**src/rtl/seq_stage_ctrl_if.sv**
```systemverilog
// Control/status bundle between the sequencer and
// the fetch, memory and PC-update stages.
interface seq_stage_ctrl_if #(
  parameter int CNT_W = 32
);
  logic             start;
  logic [3:0]       icode;
  logic             instr_valid;
  logic             imem_error;
  logic             mem_ack;
  logic             dmem_error;
  logic             fetch_en;
  logic             decode_en;
  logic             execute_en;
  logic             memory_en;
  logic             wb_en;
  logic             mem_req;
  logic             pc_we;
  logic [1:0]       status;
  logic             busy;
  logic [CNT_W-1:0] retired;

  modport master (
    output start, icode, instr_valid,
    output imem_error, mem_ack, dmem_error,
    input  fetch_en, decode_en, execute_en,
    input  memory_en, wb_en, mem_req,
    input  pc_we, status, busy, retired
  );

  modport slave (
    input  start, icode, instr_valid,
    input  imem_error, mem_ack, dmem_error,
    output fetch_en, decode_en, execute_en,
    output memory_en, wb_en, mem_req,
    output pc_we, status, busy, retired
  );
endinterface

```
**src/rtl/seq_stage_ctrl.sv**
```systemverilog
// Multi-cycle instruction sequencer: walks each
// instruction through the stages, tracks faults.
module seq_stage_ctrl #(
  parameter int MEM_TIMEOUT = 15,
  parameter int CNT_W       = 32
) (
  input logic             clk,
  input logic             rst_n,
  seq_stage_ctrl_if.slave bus
);

  localparam int WW = $clog2(MEM_TIMEOUT + 1);
  localparam logic [WW-1:0] TMO = WW'(MEM_TIMEOUT);

  localparam logic [1:0] ST_AOK = 2'd0;
  localparam logic [1:0] ST_HLT = 2'd1;
  localparam logic [1:0] ST_ADR = 2'd2;
  localparam logic [1:0] ST_INS = 2'd3;

  typedef enum logic [2:0] {
    S_IDLE,
    S_FETCH,
    S_DECODE,
    S_EXECUTE,
    S_MEMORY,
    S_WB,
    S_PCUPD,
    S_HALTED
  } state_e;

  state_e           state_q, state_d;
  logic [1:0]       status_q, status_d;
  logic [WW-1:0]    wait_q, wait_d;
  logic [CNT_W-1:0] retired_q, retired_d;

  logic fetch_en_q, fetch_en_d;
  logic decode_en_q, decode_en_d;
  logic execute_en_q, execute_en_d;
  logic memory_en_q, memory_en_d;
  logic wb_en_q, wb_en_d;
  logic mem_req_q, mem_req_d;
  logic pc_we_q, pc_we_d;
  logic busy_q, busy_d;

  logic is_mem;

  assign is_mem = bus.icode inside {
    4'h4, 4'h5, 4'h8, 4'h9, 4'hA, 4'hB
  };

  always_comb begin
    state_d   = state_q;
    status_d  = status_q;
    wait_d    = wait_q;
    retired_d = retired_q;
    unique case (state_q)
      S_IDLE: begin
        if (bus.start) state_d = S_FETCH;
      end
      S_FETCH: begin
        if (bus.imem_error) begin
          state_d  = S_HALTED;
          status_d = ST_ADR;
        end else if (!bus.instr_valid) begin
          state_d  = S_HALTED;
          status_d = ST_INS;
        end else if (bus.icode == 4'h0) begin
          state_d  = S_HALTED;
          status_d = ST_HLT;
        end else begin
          state_d = S_DECODE;
        end
      end
      S_DECODE: state_d = S_EXECUTE;
      S_EXECUTE: begin
        state_d = S_MEMORY;
        wait_d  = '0;
      end
      S_MEMORY: begin
        // ack beats timeout when both land together
        if (!is_mem) begin
          state_d = S_WB;
        end else if (bus.mem_ack) begin
          if (bus.dmem_error) begin
            state_d  = S_HALTED;
            status_d = ST_ADR;
          end else begin
            state_d = S_WB;
          end
        end else if (wait_q == TMO) begin
          state_d  = S_HALTED;
          status_d = ST_ADR;
        end else begin
          wait_d = wait_q + 1'b1;
        end
      end
      S_WB: state_d = S_PCUPD;
      S_PCUPD: begin
        state_d   = S_FETCH;
        retired_d = retired_q + 1'b1;
      end
      S_HALTED: state_d = S_HALTED;
    endcase
  end

  always_comb begin
    fetch_en_d   = (state_d == S_FETCH);
    decode_en_d  = (state_d == S_DECODE);
    execute_en_d = (state_d == S_EXECUTE);
    memory_en_d  = (state_d == S_MEMORY);
    wb_en_d      = (state_d == S_WB);
    mem_req_d    = (state_d == S_MEMORY) && is_mem;
    pc_we_d      = (state_d == S_PCUPD);
    busy_d       = (state_d != S_IDLE) &&
                   (state_d != S_HALTED);
  end

  always_ff @(posedge clk or negedge rst_n) begin
    if (!rst_n) begin
      state_q      <= S_IDLE;
      status_q     <= ST_AOK;
      wait_q       <= '0;
      retired_q    <= '0;
      fetch_en_q   <= 1'b0;
      decode_en_q  <= 1'b0;
      execute_en_q <= 1'b0;
      memory_en_q  <= 1'b0;
      wb_en_q      <= 1'b0;
      mem_req_q    <= 1'b0;
      pc_we_q      <= 1'b0;
      busy_q       <= 1'b0;
    end else begin
      state_q      <= state_d;
      status_q     <= status_d;
      wait_q       <= wait_d;
      retired_q    <= retired_d;
      fetch_en_q   <= fetch_en_d;
      decode_en_q  <= decode_en_d;
      execute_en_q <= execute_en_d;
      memory_en_q  <= memory_en_d;
      wb_en_q      <= wb_en_d;
      mem_req_q    <= mem_req_d;
      pc_we_q      <= pc_we_d;
      busy_q       <= busy_d;
    end
  end

  assign bus.fetch_en   = fetch_en_q;
  assign bus.decode_en  = decode_en_q;
  assign bus.execute_en = execute_en_q;
  assign bus.memory_en  = memory_en_q;
  assign bus.wb_en      = wb_en_q;
  assign bus.mem_req    = mem_req_q;
  assign bus.pc_we      = pc_we_q;
  assign bus.status     = status_q;
  assign bus.busy       = busy_q;
  assign bus.retired    = retired_q;

endmodule

```
**src/flat_wrapper.sv**
```systemverilog
// flat-port wrapper written by rule: the top's interface ports become plain ports
module seq_stage_ctrl_flat 
#(
  parameter int MEM_TIMEOUT = 15,
  parameter int CNT_W       = 32
)
  (clk, rst_n, bus_start, bus_icode, bus_instr_valid, bus_imem_error, bus_mem_ack, bus_dmem_error, bus_fetch_en, bus_decode_en, bus_execute_en, bus_memory_en, bus_wb_en, bus_mem_req, bus_pc_we, bus_status, bus_busy, bus_retired);
  seq_stage_ctrl_if #(.CNT_W(CNT_W)) bus_i ();
  input logic clk;
  input logic rst_n;
  input wire logic [$bits(bus_i.start)-1:0] bus_start;
  input wire logic [$bits(bus_i.icode)-1:0] bus_icode;
  input wire logic [$bits(bus_i.instr_valid)-1:0] bus_instr_valid;
  input wire logic [$bits(bus_i.imem_error)-1:0] bus_imem_error;
  input wire logic [$bits(bus_i.mem_ack)-1:0] bus_mem_ack;
  input wire logic [$bits(bus_i.dmem_error)-1:0] bus_dmem_error;
  output wire logic [$bits(bus_i.fetch_en)-1:0] bus_fetch_en;
  output wire logic [$bits(bus_i.decode_en)-1:0] bus_decode_en;
  output wire logic [$bits(bus_i.execute_en)-1:0] bus_execute_en;
  output wire logic [$bits(bus_i.memory_en)-1:0] bus_memory_en;
  output wire logic [$bits(bus_i.wb_en)-1:0] bus_wb_en;
  output wire logic [$bits(bus_i.mem_req)-1:0] bus_mem_req;
  output wire logic [$bits(bus_i.pc_we)-1:0] bus_pc_we;
  output wire logic [$bits(bus_i.status)-1:0] bus_status;
  output wire logic [$bits(bus_i.busy)-1:0] bus_busy;
  output wire logic [$bits(bus_i.retired)-1:0] bus_retired;
  assign bus_i.start = bus_start;
  assign bus_i.icode = bus_icode;
  assign bus_i.instr_valid = bus_instr_valid;
  assign bus_i.imem_error = bus_imem_error;
  assign bus_i.mem_ack = bus_mem_ack;
  assign bus_i.dmem_error = bus_dmem_error;
  assign bus_fetch_en = bus_i.fetch_en;
  assign bus_decode_en = bus_i.decode_en;
  assign bus_execute_en = bus_i.execute_en;
  assign bus_memory_en = bus_i.memory_en;
  assign bus_wb_en = bus_i.wb_en;
  assign bus_mem_req = bus_i.mem_req;
  assign bus_pc_we = bus_i.pc_we;
  assign bus_status = bus_i.status;
  assign bus_busy = bus_i.busy;
  assign bus_retired = bus_i.retired;
  seq_stage_ctrl #(.MEM_TIMEOUT(MEM_TIMEOUT), .CNT_W(CNT_W)) u_core (.clk(clk), .rst_n(rst_n), .bus(bus_i));
endmodule
```
**config.mk**
```make
export PLATFORM = sky130hd
export DESIGN_NAME = seq_stage_ctrl_flat
export DESIGN_NICKNAME = d
export VERILOG_FILES = /design/src/rtl/seq_stage_ctrl_if.sv /design/src/rtl/seq_stage_ctrl.sv /design/src/flat_wrapper.sv
export SDC_FILE = /design/constraint.sdc
export NUM_CORES = 1
export LEC_CHECK = 0
export BUFFER_PORTS_ARGS = -buffer_cell sky130_fd_sc_hd__clkbuf_2
export CORE_MARGIN = 2
export CORE_UTILIZATION = 57
export DETAILED_ROUTE_END_ITERATION = 6
export GPL_TIMING_DRIVEN = 0
export PLACE_DENSITY = 0.84
export SYNTH_ARGS = -nofsm -noshare
export SYNTH_HDL_FRONTEND = slang
export SYNTH_SLANG_ARGS = --single-unit
```
**constraint.sdc**
```tcl
create_clock -name clk -period 4.7 [get_ports clk]
set_input_delay 0 -clock clk [delete_from_list [all_inputs] [get_ports clk]]
set_output_delay 0 -clock clk [all_outputs]
set_load 0.03 [all_outputs]
```
# Word-level counts from Yosys, hierarchy flattened

Cells that the tools add are included.
Widths: inputs -> output; s select.

Word-level logic and storage cells: 72
Register bits: 49
Input bits: 11
Output and inout port bits: 42

Equality and inequality tests: 27
Muxes and demuxes: 21
Reductions and logical operators: 10
Add/sub/neg operators: 2

Operators by type and width:

| cell                  | count |
|---|---|
| $add 32x1->32 const B | 1 |
| $pmux 3 s8            | 1 |
| $eq 3x3->1 const B    | 7 |
| $mux 3                | 7 |
| $eq 4x4->1 const B    | 5 |
| $mux 2                | 8 |
| $eq 3x2->1 const B    | 4 |
| $mux 4                | 3 |
| $eq 4x3->1 const B    | 2 |
| $pmux 4 s2            | 1 |
| $eq 3x1->1 const B    | 2 |
| $ne 3x3->1 const B    | 2 |
| $reduce_bool 6->1     | 1 |
| $reduce_and 5->1      | 1 |
| $add 4x1->4 const B   | 1 |
| $logic_not 4->1       | 1 |
| $ne 2x2->1 const B    | 2 |
| $ne 4x3->1 const B    | 1 |
| $pmux 2 s2            | 1 |
| $reduce_and 4->1      | 1 |
| $reduce_bool 2->1     | 2 |
| $logic_not 3->1       | 1 |
| $ne 3x2->1 const B    | 1 |
| $reduce_bool 3->1     | 1 |
| 2 further kinds       | 3 |

# Longest topological paths before layout

Gate-level depths: netlist of run 1.

Depth after elaboration: 7
Gate-level depth with buffers: 8

# Worst setup path after synthesis of run 1

Ideal clock, no wire load.

Kind: register to register
Start point: register u_core.wait_q[0]
End point: register u_core.wait_q[3]
Clock period less this slack: 1.954 ns
Cell stages (with the launch flop): 8
Required time: 4.622 ns
Buffers on the path: 0
Slack: 2.746 ns
Library setup time: 0.078 ns
Arrival time: 1.877 ns
Path through: dfrtp_1 ha_1 and3_1 o311ai_4 and2b_2 inv_2 or4_1 a21boi_1

Cells in the longest elaborated chain, start to end: 5
Elaborated cells between the ends (all ways): 8

Ends and longest elaborated chain:

| element                  | RTL line              | text |
|---|---|---|
| start: declaration       | seq_stage_ctrl.sv:33  | `logic [WW-1:0] wait_q, wait_d;` |
| start signal: assignment | seq_stage_ctrl.sv:135 | `wait_q <= wait_d;` |
| $add 4x1->4              | seq_stage_ctrl.sv:94  | `wait_d = wait_q + 1'b1;` |
| $mux 4                   | seq_stage_ctrl.sv:90  | `end else if (wait_q == TMO) begin` |
| $mux 4                   | seq_stage_ctrl.sv:83  | `end else if (bus.mem_ack) begin` |
| $mux 4                   | seq_stage_ctrl.sv:81  | `if (!is_mem) begin` |
| $pmux 4 s2               | seq_stage_ctrl.sv:56  | `unique case (state_q)` |

Parallel ways exist; a longest one is shown, timed or not. The select of a mux whose other input is x is not followed.
A chain may end at the register's enable or synchronous reset.

# Worst setup path in the final report of run 1

Start point: register u_core.state_q[2]
End point: register u_core.retired_q[19] (netlist: u_core.bus.retired[19])

Cells in the longest elaborated chain, start to end: 1

Ends and longest elaborated chain:

| element                  | RTL line              | text |
|---|---|---|
| start: declaration       | seq_stage_ctrl.sv:31  | `state_e state_q, state_d;` |
| start signal: assignment | seq_stage_ctrl.sv:133 | `state_q <= state_d;` |
| $eq 3x3->1               | seq_stage_ctrl.sv:56  |  |
| end signal: assignment   | seq_stage_ctrl.sv:136 | `retired_q <= retired_d;` |
| end: declaration         | seq_stage_ctrl.sv:34  | `logic [CNT_W-1:0] retired_q, retired_d;` |

Every way passes these cells.

==> metrics.txt, run 1 <==
final core occ=0.713; Bufs and invs on worst path=1; initial antenna violation count=0; critical path launch point type=flop; Period minus WS final=2.30 ns; Worst R2R Setup Slack=2.40 ns; Max transition margin=0.237; first-pass GRT wire length=7160 um; Post-CTS Setup Bufs=0; YS warnings=0; FF-to-FF path depth=7; via count=1719; combinational share of power=0.325; EDFF count, synth=0; Setup CP Type=reg2reg; post_cts resized=0; Lkg Pwr=0.00129 uW; CTS tree=built; placed instance area=2520 um2; Placed Cells=300; Synth Instances=200; Setup Skew=0.0111 ns; top cell family by delay on the critical path=simple AND/OR/NAND/NOR gates; Die Area=4380 um2; Flop pwr share=0.472; Seq/Total Area, Yosys=0.557; count of input and output buffers=52; non-filler cells, final=309; Hold Vio Cnt, Final=0; synth unique cells=41; vias in the first global route=1576; Placer Congestion=0.864; Worst Setup SP=u_core.state_q[2]$_DFF_PN0_; First DRT Iteration DRCs=111; Psw=437 uW; crit path to=u_core.bus.retired[19]$_DFFE_PN0P_; R2R Path Start=u_core.state_q[2]$_DFF_PN0_; Max-Cap Viols=0; drt total wl=4300 um; H-tree Lvls=2; commonest cells after routing, fill and taps aside=clkbuf_2 (52), dfrtp_1 (49), xnor2_1 (24); Hold Startpoint=bus_instr_valid; Peak VDD IR=0.320 mV; CP max FO=8; HPWL Detailed=3200 um; hold crit path type=in2reg; Clock Tree Root=clkbuf_8; Sw Share=0.373; fmax=0.434 GHz; final setup fails=0; Final ANT Viol Nets=0; Slew @ Worst Pin=1.14 ns; initial core utilization=0.597; Reg clk slew, reported paths=0.08 ns; Crit path arrival time=2.47 ns; Mapped Area=2200 um2; clk sinks=49; max-slew violations=0; nets@finish=274; setup tns final=0 ns; total power=1170 uW; Clk pwr share=0.203; core footprint=3690 um2; worst path required time=4.87 ns; P per Cell Area=446 nW/um2; n_diodes=0; Crit. End Element=flop; hold-fix buffer count after cts=2; hold depth=3; io pins=53; unrepaired setup endpoints after global routing=false; Mean Syn Cell Area=11.0 um2; vias per cell=5.56; commonest non-fill, non-tap cell in the layout=clkbuf_2; CP peak stage delay=0.54 ns; num rows=22; DRC=0; Design Area, Final=2630 um2; CP cell instances=and3b_1 -> clkbuf_1 -> nand4_1 -> nor2_1 -> and2_1 -> nand3_1 -> xnor2_1; Syn Nets=213; cell depth of the worst setup path=7; Pre-antenna DRT Iters=4; Total GRT Usage=0.219; synth-to-layout area growth=19.4%; Crit-path slowest cell=dfrtp_1; register bit total from synthesis=49; global route overflow=0; Vert. Die Dim=66.2 um; period utilization=0.490; async set-reset flop share out of synthesis=1.00; DR WL/cell=13.9 um; die width=66.2 um; Crit Reg-Reg Endpoint=u_core.bus.retired[19]$_DFFE_PN0P_; Pint=736 uW; deepest clock path buffer count=2; largest net degree at the start of global routing=50; ratio of cells with drive above 1 in the final layout=0.249; Worst-Skew Late Latency=0.29 ns; Most used DFF post-synth=dfrtp_1; Num CTS Buffers=5; status=finished, final reports clean
==> synth_stat cells, types with 2 or more instances <==
library cell / count / share of area
nand2b_1: 3 / 0.0085
a21oi_1: 4 / 0.0091
and2_1: 3 / 0.0085
nor2b_1: 2 / 0.0057
o21ai_0: 3 / 0.0068
clkbuf_1: 2 / 0.0034
nor3_1: 6 / 0.014
nand4_1: 7 / 0.020
xor2_1: 8 / 0.032
ha_1: 2 / 0.011
nor4_1: 3 / 0.0085
nand3_1: 14 / 0.032
dfrtp_1: 49 / 0.56
and4_1: 4 / 0.016
inv_1: 7 / 0.012
nand2_1: 17 / 0.029
nor2_1: 12 / 0.020
and3_1: 7 / 0.020
o31ai_1: 2 / 0.0068
xnor2_1: 24 / 0.095
==> flip-flops by register name, summed over array words and instances (netlist names) <==
signal,flops
u_core.bus.retired,32
u_core.wait_q,4
u_core.state_q,3
u_core.bus.status,2
u_core.bus.busy,1
u_core.bus.decode_en,1
u_core.bus.execute_en,1
u_core.bus.fetch_en,1
u_core.bus.mem_req,1
u_core.bus.memory_en,1
u_core.bus.pc_we,1
u_core.bus.wb_en,1
==> final cells by class <==
| class | instances | area [um2] |
|---|---|---|
| buffer | 2 | 7.51 |
| clock buffer | 7 | 86.3 |
| fill | 294 | 1060 |
| inverter | 8 | 30.0 |
| multi-input combinational | 141 | 940 |
| sequential | 49 | 1230 |
| tap | 48 | 60.1 |
| timing repair buffer | 54 | 280 |
==> routing by layer <==
layer | vias up | track usage | wire [um] | share of wire
met1 | 850 | 0.275 | 1870 | 0.44
li1 | 816 | - | - | -
met2 | 51 | 0.366 | 2180 | 0.51
met3 | 2 | 0.0545 | 217 | 0.051
met5 | - | 0 | 0 | 0
met4 | 0 | 0.0791 | 30 | 0.0070
==> tightest hold or removal path, delay by kind of cell <==
kind | cells | cell delay (ns)
and+or+nand+nor | 1 | 0.09
AOI/OAI and AO/OA | 1 | 0.15
buffers and inverters | 1 | 0.08
==> cell families (layout without fill, tap and decap cells) <==
family | Yosys count | count (layout) | synth area share
XOR/XNOR | 32 | 32 | 0.127
multiplexers | 3 | 3 | 0.0148
flip-flops | 49 | 49 | 0.557
adder cells (fa/ha/maj) | 2 | 2 | 0.0114
buffers and inverters | 10 | 71 | 0.0170
AO/OA/AOI/OAI | 18 | 18 | 0.0619
AND/OR/NAND/NOR | 86 | 86 | 0.211
==> power groups by stage <==
stage / Combinational, uW / Clock, uW / Sequential (uW)
2_1_floorplan: 179 / 0 / 650
3_3_place_gp: 369 / 0 / 558
3_5_place_dp: 381 / 0 / 561
4_1_cts: 383 / 246 / 554
5_1_grt: 419 / 266 / 563
6_report: 381 / 238 / 553
==> metrics by stage <==
stage	setup slack, ns	hold slack, ns
global placement	2.43	0.215
floorplan	2.75	-0.296
finish	2.40	0.0638
CTS	2.39	0.0568
global route	2.22	0.0844
detailed placement	2.42	0.221
==> worst min path at each step <==
stage / end / slack (ns)
final: u_core.bus.status[1]$_DFFE_PN0P_ / 0.06
after global routing: u_core.bus.status[1]$_DFFE_PN0P_ / 0.08
after CTS: u_core.bus.busy$_DFF_PN0_ / 0.06
after detailed placement: u_core.bus.status[0]$_DFFE_PN0P_ / 0.22
after global placement: u_core.bus.status[0]$_DFFE_PN0P_ / 0.21
after floorplan: u_core.bus.busy$_DFF_PN0_ / -0.30
(Power assumes the default switching activity.)
==> inputs of run 2 (changes only) <==
- CORE_UTILIZATION: 57 -> 53
- PLACE_DENSITY: 0.84 -> 0.79
- clock period: 4.7 -> 2.2 ns (I/O delays scaled with it)
==> metrics.txt, run 2 (synthesized netlist as in run 1, its figures left out) <==
status=finished, final reports clean (unchanged); Worst-Skew Late Latency=0.30 ns (was 0.29 ns); initial core utilization=0.551 (was 0.597); vias per cell=5.39 (was 5.56); metal3 WL=173 um (was 217 um); Max-Cap Viols=0 (unchanged); Pint=1550 uW (was 736 uW); met2 wire length=2300 um (was 2180 um); largest net degree at the start of global routing=50 (unchanged); Crit Reg-Reg Endpoint=u_core.wait_q[3]$_DFFE_PN0P_ (was u_core.bus.retired[19]$_DFFE_PN0P_); Sw Share=0.382 (was 0.373); Worst R2R Setup Slack=0.09 ns (was 2.40 ns); Slew @ Worst Pin=1.18 ns (was 1.14 ns); Peak VDD IR=0.486 mV (was 0.320 mV); Crit. End Element=flop (unchanged); non-filler cells, final=314 (was 309); DRC=0 (unchanged); Psw=958 uW (was 437 uW); Max transition margin=0.216 (was 0.237); P per Cell Area=942 nW/um2 (was 446 nW/um2); max-slew violations=0 (unchanged); Crit path arrival time=2.33 ns (was 2.47 ns); DR WL/cell=13.7 um (was 13.9 um); FF-to-FF path depth=7 (unchanged); initial antenna violation count=0 (unchanged); fmax=0.474 GHz (was 0.434 GHz); hold crit path type=in2reg (unchanged); clk sinks=49 (unchanged); core footprint=4000 um2 (was 3690 um2); Max Used Layer=met4 (unchanged); Placer Congestion=0.818 (was 0.864); Flop pwr share=0.470 (was 0.472); combinational share of power=0.326 (was 0.325); Clk pwr share=0.204 (was 0.203); first-pass GRT wire length=7070 um (was 7160 um); Lkg Pwr=0.00130 uW (was 0.00129 uW); crit path to=u_core.wait_q[3]$_DFFE_PN0P_ (was u_core.bus.retired[19]$_DFFE_PN0P_); Clock Tree Root=clkbuf_8 (unchanged); commonest cells after routing, fill and taps aside=clkbuf_2 (53), dfrtp_1 (48), xnor2_1 (24) (was clkbuf_2 (52), dfrtp_1 (49), xnor2_1 (24)); PnR worst setup slack=0.0909 ns (was 2.40 ns); synth-to-layout area growth=20.9% (was 19.4%); num rows=23 (was 22); count of input and output buffers=52 (unchanged); deepest clock path buffer count=2 (unchanged); R2R Path Start=u_core.wait_q[0]$_DFFE_PN0P_ (was u_core.state_q[2]$_DFF_PN0_); critical path launch point type=flop (unchanged); via count=1692 (was 1719); CTS tree=built (unchanged); drt total wl=4290 um (was 4300 um); Total GRT Usage=0.205 (was 0.219); max reg flops=32 (unchanged); Vert. Die Dim=68.5 um (was 66.2 um); H-tree Lvls=2 (unchanged); Setup CP Type=reg2reg (unchanged); final setup fails=0 (unchanged); worst path required time=2.42 ns (was 4.87 ns); Placed Cells=302 (was 300); Period minus WS final=2.11 ns (was 2.30 ns); CP max FO=4 (was 8); Final ANT Viol Nets=0 (unchanged); total power=2510 uW (was 1170 uW); First DRT Iteration DRCs=66 (was 111); Worst Setup SP=u_core.wait_q[0]$_DFFE_PN0P_ (was u_core.state_q[2]$_DFF_PN0_); n_diodes=0 (unchanged); vias in the first global route=1598 (was 1576); io pins=53 (unchanged); period utilization=0.959 (was 0.490); Pre-antenna DRT Iters=4 (unchanged); Reg clk slew, reported paths=0.08 ns (about the same); Num CTS Buffers=5 (unchanged); HPWL Detailed=3160 um (was 3200 um); Metal-1 WL=1760 um (was 1870 um); global route overflow=0 (unchanged); ratio of cells with drive above 1 in the final layout=0.280 (was 0.249); unrepaired setup endpoints after global routing=false (unchanged); Hold Vio Cnt, Final=0 (unchanged); commonest non-fill, non-tap cell in the layout=clkbuf_2 (unchanged); nets@finish=276 (was 274); Setup Skew=0.00708 ns (was 0.0111 ns); worst slack at placement=-0.119 ns (was 2.42 ns); die width=68.5 um (was 66.2 um); Die Area=4690 um2 (was 4380 um2)
-- run 2: worst min path at each step --
stage,startpoint,endpoint,slack [ns],depth (start not counted)
2_1_floorplan,rst_n,u_core.bus.busy$_DFF_PN0_,-0.30,0
3_3_place_gp,bus_imem_error,u_core.bus.status[0]$_DFFE_PN0P_,0.21,2
3_5_place_dp,bus_imem_error,u_core.bus.status[0]$_DFFE_PN0P_,0.21,2
4_1_cts,bus_instr_valid,u_core.bus.status[1]$_DFFE_PN0P_,0.05,3
5_1_grt,bus_instr_valid,u_core.bus.status[1]$_DFFE_PN0P_,0.08,3
6_report,bus_instr_valid,u_core.bus.status[1]$_DFFE_PN0P_,0.06,3
-- run 2: cell type report --
| cell class | count | area (um2) |
|---|---|---|
| Multi-Input combinational cell | 141 | 953 |
| Sequential cell | 49 | 1230 |
| Buffer | 2 | 8.76 |
| Clock inverter | 3 | 17.5 |
| Timing Repair Buffer | 56 | 295 |
| Inverter | 8 | 30.0 |
| Fill cell | 312 | 1340 |
| Clock buffer | 5 | 68.8 |
| Tap cell | 50 | 62.6 |
-- run 2: critical path, stage by stage (launching register included) --
cell	delay [ns]
dfrtp_1	0.42
ha_1	0.24
and3_1	0.21
o311ai_4	0.23
and2b_2	0.22
inv_2	0.05
or4_1	0.52
a21boi_2	0.14
-- run 2: through the flow --
step                 util  TNS (ns)  area [um2]  hold WS [ns]
floorplan               -         0        2200        -0.296
global placement    0.632    -0.299        2530         0.208
detailed placement  0.632    -0.211        2530         0.214
CTS                 0.664         0        2660        0.0542
global route        0.666         0        2660        0.0773
finish              0.666         0        2660        0.0568
-- run 2: power groups by stage --
stage	sequential, uW	clock (uW)	combinational, uW
global placement	1190	0	794
detailed placement	1200	0	804
finish	1180	511	819
CTS	1180	522	817
floorplan	1390	0	382
global route	1210	557	905
-- run 2: timing repair --
item / in CTS / in global routing
endpoints found under the hold margin: 50 / 0
buffers inserted: 2 / 0
hold buffers: 2 / 0
endpoints found under the setup margin: 3 / 9
gates resized for setup: 2 / 5
pin swaps: 1 / 1
-- run 2: metal layers --
layer | global-route usage | up-vias
met5 | 0 | -
met4 | 0.0825 | 0
met3 | 0.0395 | 7
met2 | 0.371 | 42
met1 | 0.235 | 825
li1 | - | 818
